## config.mk

```make
export PLATFORM = sky130hd
export DESIGN_NAME = cms_stream_receiver
export DESIGN_NICKNAME = d
export VERILOG_FILES = /design/src/rtl/cms_stream_receiver.sv
export SDC_FILE = /design/constraint.sdc
export NUM_CORES = 1
export LEC_CHECK = 0
export CAP_MARGIN = 15
export CORE_AREA = 2 2 448 450
export CTS_CLUSTER_DIAMETER = 150
export DETAILED_ROUTE_END_ITERATION = 6
export DIE_AREA = 0 0 450 452
export GPL_TIMING_DRIVEN = 0
export HOLD_SLACK_MARGIN = 0.05
export MAX_ROUTING_LAYER = met4
export SETUP_SLACK_MARGIN = 0.1
export SYNTH_ARGS = -nofsm -noshare
export SYNTH_HDL_FRONTEND = slang
export SYNTH_SLANG_ARGS = --single-unit
```

## constraint.sdc

```tcl
create_clock -name clk -period 2.7 [get_ports clk]
set_clock_uncertainty 0.15 [all_clocks]
set_input_delay 0.54 -clock clk [delete_from_list [all_inputs] [get_ports clk]]
set_output_delay 0.54 -clock clk [all_outputs]
set_load 0.1 [all_outputs]
```

## src/rtl/cms_stream_receiver.sv

```systemverilog
`default_nettype none
// ============================================================================
// Module      : cms_stream_receiver
// Description : Accepts wide AXI-Stream trace beats and serialises each one
//               into WORD_WIDTH words, least-significant slice first.
//               Optional frame-length check: CMS_RX_INTERVAL_CHECK_EN.
// Revision    : 1.0 - initial release
// ============================================================================
module cms_stream_receiver #(
    parameter int AXI_DATA_WIDTH = 1024,
    parameter int WORD_WIDTH     = 64
) (
    input  logic                      clk,
    input  logic                      rst_n,
    input  logic                      S_AXIS_tvalid,
    output logic                      S_AXIS_tready,
    input  logic [AXI_DATA_WIDTH-1:0] S_AXIS_tdata,
    input  logic                      S_AXIS_tlast,
    input  logic [31:0]               tlast_interval,
    output logic [WORD_WIDTH-1:0]     out_word,
    output logic                      out_valid,
    input  logic                      out_ready,
    output logic                      out_last,
    output logic [31:0]               beat_count,
    output logic                      interval_error,
    input  logic                      clear_error
);

    localparam int c_N  = AXI_DATA_WIDTH / WORD_WIDTH;
    localparam int c_IW = (c_N > 1) ? $clog2(c_N) : 1;
    localparam logic [c_IW-1:0] c_LAST_IDX = c_IW'(c_N - 1);

    typedef enum logic [0:0] {
        ST_EMPTY = 1'b0,
        ST_DRAIN = 1'b1
    } state_t;

    generate
        if ((AXI_DATA_WIDTH % WORD_WIDTH) != 0) begin : g_width_check
            $error("AXI_DATA_WIDTH must be a multiple of WORD_WIDTH");
        end
    endgenerate

    state_t                    r_state;
    state_t                    w_state_next;
    logic [AXI_DATA_WIDTH-1:0] r_buf;
    logic                      r_last;
    logic [c_IW-1:0]           r_idx;
    logic [31:0]               r_beat_count;
    logic [WORD_WIDTH-1:0]     w_words [c_N];
    logic                      w_last_word;
    logic                      w_word_xfer;
    logic                      w_accept;

    generate
        for (genvar gi = 0; gi < c_N; gi++) begin : g_slice
            assign w_words[gi] = r_buf[gi*WORD_WIDTH +: WORD_WIDTH];
        end
    endgenerate

    assign out_valid   = (r_state == ST_DRAIN);
    assign w_last_word = out_valid && (r_idx == c_LAST_IDX);
    assign w_word_xfer = out_valid && out_ready;
    // Refill in the same cycle the final word leaves, so beats stream with no bubble.
    assign S_AXIS_tready = rst_n && ((r_state == ST_EMPTY) || (w_last_word && out_ready));
    assign w_accept    = S_AXIS_tvalid && S_AXIS_tready;
    assign out_word    = w_words[r_idx];
    assign out_last    = r_last && w_last_word;
    assign beat_count  = r_beat_count;

    always_ff @(posedge clk) begin
        if (!rst_n) begin
            r_state <= ST_EMPTY;
        end else begin
            r_state <= w_state_next;
        end
    end

    always_comb begin
        w_state_next = r_state;
        case (r_state)
            ST_EMPTY: begin
                if (w_accept) begin
                    w_state_next = ST_DRAIN;
                end
            end
            ST_DRAIN: begin
                if (w_last_word && w_word_xfer && !w_accept) begin
                    w_state_next = ST_EMPTY;
                end
            end
            default: w_state_next = ST_EMPTY;
        endcase
    end

    always_ff @(posedge clk) begin
        if (!rst_n) begin
            r_buf        <= '0;
            r_last       <= 1'b0;
            r_idx        <= '0;
            r_beat_count <= '0;
        end else if (w_accept) begin
            r_buf        <= S_AXIS_tdata;
            r_last       <= S_AXIS_tlast;
            r_idx        <= '0;
            r_beat_count <= r_beat_count + 32'd1;
        end else if (w_word_xfer) begin
            r_idx <= w_last_word ? '0 : r_idx + c_IW'(1);
        end
    end

`ifdef CMS_RX_INTERVAL_CHECK_EN
    logic [31:0] r_frame_cnt;
    logic        r_interval_error;
    logic [31:0] w_n;
    logic        w_set_error;

    assign w_n         = r_frame_cnt + 32'd1;
    assign w_set_error = w_accept && (tlast_interval != 32'd0) &&
                         (S_AXIS_tlast ? (w_n != tlast_interval) : (w_n == tlast_interval));
    assign interval_error = r_interval_error;

    always_ff @(posedge clk) begin
        if (!rst_n) begin
            r_frame_cnt      <= '0;
            r_interval_error <= 1'b0;
        end else begin
            if (w_accept) begin
                r_frame_cnt <= S_AXIS_tlast ? 32'd0 : w_n;
            end
            // A new violation takes priority over a clear in the same cycle.
            if (w_set_error) begin
                r_interval_error <= 1'b1;
            end else if (clear_error) begin
                r_interval_error <= 1'b0;
            end
        end
    end
`else
    logic w_unused_cfg;
    assign w_unused_cfg   = clear_error ^ (^tlast_interval);
    assign interval_error = 1'b0;
`endif

endmodule
`default_nettype wire

```

== After elaboration in Yosys (flattened, before gate mapping) ==
Cells that the tools add are included.

* Add/sub/neg operators: 2
* Order comparisons: 1
* Equal/unequal tests: 1
* Muxes and demuxes: 7
* Bitwise gates (word level): 3
* Reduce and logical (&&, ||, !) cells: 11

{| class="wikitable"
|+ Operator list
! kind !! count
|-
| 64-bit binary-select mux with 4-bit select || 1
|-
| 64-bit two-way mux || 2
|-
| 32-bit by 1-bit adder with 32-bit output (second input constant) || 1
|-
| 1-bit logical AND || 8
|-
| 5-bit >= comparator (second input constant) || 1
|-
| 4-bit NOT with 5-bit output || 1
|-
| 4-bit by 1-bit adder with 4-bit output (second input constant) || 1
|-
| 4-bit == test (second input constant) || 1
|-
| 4-bit two-way mux || 1
|-
| 1-bit two-way mux || 2
|-
| 1-bit NOT || 2
|-
| 1-bit case mux with 2 select lines || 1
|-
| 2-bit OR reduction || 1
|-
| 1-bit logical NOT || 1
|-
| 1-bit logical OR || 1
|}

* Flip-flop bits (word level): 1062
* Output and inout bits: 100
* Logic and storage cells: 30

== Longest topological paths before layout ==
* Word-level depth: 10
* Depth in mapped cells: 9
* Depth with buffers taken out: 5

== Least setup slack after synthesis ==
Ideal clock, no wire load.

* Kind: reg2out
* Start: reg r_idx[1]
* End: out out_word[14]
* Arrival: 2.863 ns
* Data required time: 2.010 ns
* Slack: -0.853 ns
* Cell stages (with the launch flop): 7
* Cell sequence: dfxtp_1 > buf_2 > clkbuf_1 > clkbuf_1 > mux4_2 > mux2i_1 > a21oi_1

* Cells in the longest elaborated chain, start to end: 4

{| class="wikitable"
|+ Ends and longest elaborated chain
! element !! RTL line !! text
|-
| start: declaration || 48 || <nowiki>logic [c_IW-1:0] r_idx;</nowiki>
|-
| start signal: assignment || 108 || <nowiki>r_idx <= w_last_word ? '0 : r_idx + c_IW'(1);</nowiki>
|-
| 4-bit NOT with 5-bit output (implied by the code) || 67 || <nowiki>assign out_word = w_words[r_idx];</nowiki>
|-
| 64-bit binary-select mux with 4-bit select || 67 ||
|-
| 64-bit two-way mux (implied by the code) (2 in a row) || 67 ||
|-
| end: declaration || 20 || <nowiki>output logic [WORD_WIDTH-1:0] out_word,</nowiki>
|}

Every way passes these cells. The select of a mux whose other input is x is not followed.

== Worst setup path after layout ==
* Start: reg r_idx[0]
* End: out out_word[26]

The elaborated chain is that of the path after synthesis.

==> flow_summary.json <==
{
  "status": "finished with violations",
  "violations": "setup timing",
  "cts_tree": "built",
  "areaGrowthSynthToFinish_pct": 54.29,
  "critPathMaxFanout": 8,
  "setup.worst_path.end_class": "output pin",
  "reg2reg_slack_ns": 0.15,
  "fin_crit_sh_pct": 145.0,
  "slew_violations": 0,
  "r2r-end": "r_buf[956]$_SDFFE_PN0P_",
  "num-nets-final": 7690,
  "port_buffers": 1126,
  "crit_type": "register to output pin",
  "hpwlAfterDp_um": 226800,
  "vias_per_cell": 4.840,
  "max_freq_ghz": 0.2555,
  "synth_compound_area_share_pct": 2.735,
  "place_inst": 9076,
  "rsz0062_at_grt": "yes",
  "power_density_nw_per_um2": 605.2,
  "cp.required_ns": 2.01,
  "hold_class": "input pin to register",
  "drtAntennaViolNets": 0,
  "track_usage_pct": 26.98,
  "final_cells": 9447,
  "worstHoldStart": "S_AXIS_tdata[924]",
  "synth-xor-area-share_pct": 0.07798,
  "drt_iter0_markers": 3992,
  "syn-num-nets": 6329,
  "coreArea_um2": 198600,
  "synthSimpleGateAreaFrac_pct": 30.61,
  "seq_area_frac_synth_pct": 47.32,
  "htree_levels": 3,
  "rr_startpoint": "r_idx[0]$_SDFFE_PP0P_",
  "tritoncts.num_buffers": 118,
  "start_kind": "register",
  "syn_avg_cell_area_um2": 8.533,
  "clock-sinks": 1062,
  "irDropWorstVdd_mv": 0.5924,
  "final_hold_viol_count": 0,
  "routed_wl_um": 278800,
  "worst_slew_pin_slew_ns": 0.9978,
  "antenna_found_initial": 90,
  "clockBufferDepth": 3,
  "worst_ep_arrival_time_ns": 3.22,
  "synth_top_family_by_area": "simple AND/OR/NAND/NOR gates",
  "start_util_pct": 22.62,
  "drive_gt1_share_pct": 17.89,
  "final_common_cell": "nand2_1",
  "min_path_cells": 3,
  "p_total_mw": 41.95,
  "grt_overflow": 0,
  "setup_viol": 66,
  "worstSkewPairLatency_ns": 0.79,
  "root_buffer": "clkbuf_16",
  "wire_per_inst_um": 29.52,
  "num_rows": 164,
  "slew_headroom_pct": 32.87,
  "leakage_nw": 29.22,
  "dp_slack_ns": -2.806,
  "muxShareOfSynthArea_pct": 14.28,
  "drc": 0,
  "async_reset_ff_share_pct": 0,
  "timing.hold.ws_ns": 0.1260,
  "via_count": 45720,
  "syn_area_um2": 44930,
  "ff2ff_path_depth": 12,
  "die_w_um": 450,
  "synthAdderAreaFrac_pct": 0.05570,
  "tns_ns": -69.93,
  "ys_warn_count": 0,
  "fin_ws_ns": -1.215,
  "fillers": 20430,
  "first_pass_iters": 6,
  "min_period_ns": 3.915,
  "dieArea_um2": 203400,
  "grt_max_degree": 17,
  "ios": 1162,
  "die_h_um": 452,
  "synth_edf_count": 0,
  "clk_pin_slew_ns": 0.07,
  "ys_ff_latch": 1062,
  "synth_ff_type": "dfxtp_1",
  "min_delay_worst_endpoint": "r_buf[924]$_SDFFE_PN0P_",
  "grt_first_pass_wirelength_um": 367800,
  "grt_pass1_vias": 45270,
  "place_congestion": 0.9863,
  "final_cell_mix": "nand2_1, dfxtp_1, nand3_1, clkdlybuf4s50_1, mux4_2",
  "cap_viol_max_count": 0,
  "postSynthCellCount": 5265,
  "synth.distinct_cells": 38
}
## Yosys cell counts, types with 7 or more instances
master | n | area [um^2]
o41ai_1 | 9 | 78.83
dfxtp_1 | 1062 | 21260
nand3_1 | 1040 | 5205
a211oi_1 | 64 | 480.5
buf_4 | 51 | 382.9
nand4bb_1 | 7 | 78.83
clkbuf_1 | 173 | 649.4
mux2i_1 | 65 | 650.6
or3_1 | 10 | 62.56
buf_2 | 220 | 1101
and4_1 | 8 | 70.07
nand2_1 | 2069 | 7766
o31ai_1 | 8 | 60.06
o21ai_0 | 10 | 50.05
nor2b_1 | 64 | 400.4
mux4_2 | 256 | 5766
nand4_1 | 8 | 50.05
a21oi_1 | 94 | 470.5
## sequential cells by signal, summed over array words and instances (netlist names)
register and count:
beat_count 32, out_valid 1, r_buf 1024, r_idx 4, r_last 1
## per-stage QoR
stage                     util [%]  cell area, um^2
final                        34.90            69320
after global routing         34.89            69310
after CTS                    34.23            67980
after detailed placement     30.56            60690
after global placement       30.34            60260
after floorplan                  -            45670
## worst max-delay path by stage
stage                                from           end  slack (ns)  depth (start not counted)
floorplan           r_idx[0]$_SDFFE_PP0P_  out_word[10]      -0.006                          6
global placement    r_idx[1]$_SDFFE_PP0P_  out_word[14]       -3.10                          7
detailed placement  r_idx[1]$_SDFFE_PP0P_  out_word[14]       -2.81                          8
CTS                 r_idx[0]$_SDFFE_PP0P_  out_word[26]       -1.30                          8
global route        r_idx[0]$_SDFFE_PP0P_  out_word[31]       -1.26                          8
finish              r_idx[0]$_SDFFE_PP0P_  out_word[26]       -1.21                          8
## worst max-delay path, stage by stage (launching register included)
cell and delay [ns]:
dfxtp_2 0.35, buf_12 0.16, buf_16 0.16, buf_16 0.18
buf_12 0.16, mux4_2 0.54, mux2i_4 0.42, a21oi_4 0.17
buf_12 0.21
## cell type report
cell class                      instances  area, um^2  share of cell area [%]
Multi-Input combinational cell       3748       23550                   33.97
Buffer                                448        3471                   5.007
Tap cell                             2656        3323                   4.794
Sequential cell                      1062       21270                   30.68
Antenna cell                           67       167.7                  0.2419
Clock buffer                          162        3368                   4.859
Clock inverter                         56       678.2                  0.9783
Timing Repair Buffer                 1242       13480                   19.44
Inverter                                6       22.52                 0.03249
## per-layer routing
metal / part of all wire, % / global-route usage [%]
met1: 38 / 30.03
met2: 50 / 46.10
met3: 6.7 / 5.116
met4: 5.3 / 13.54
met5: 0 / -
## cell families after synthesis
family,after synthesis
AND/OR/NAND/NOR,3225
flip-flops,1062
buffers and inverters,455
multiplexers,321
AO/OA/AOI/OAI,195
XOR/XNOR,4
adder cells (fa/ha/maj),2
other,1
## report_power, final
part	total [mW]	internal, mW	switching [mW]
clock network	17.1	9.80	7.26
registers	17.5	16.7	0.739
logic	7.42	3.39	4.03
total	42.0	29.9	12.0
## what timing repair did
item                                    in CTS  in global routing
hold buffers                                 4                  0
gates cloned                                 9                  9
resized for setup                         1144                176
endpoints found under the setup margin    1138                226
pin swaps                                   48                 45
hold endpoints to repair                     4                  0
setup buffers                               38                 35
Note: power is estimated with default switching activity, not from simulation.
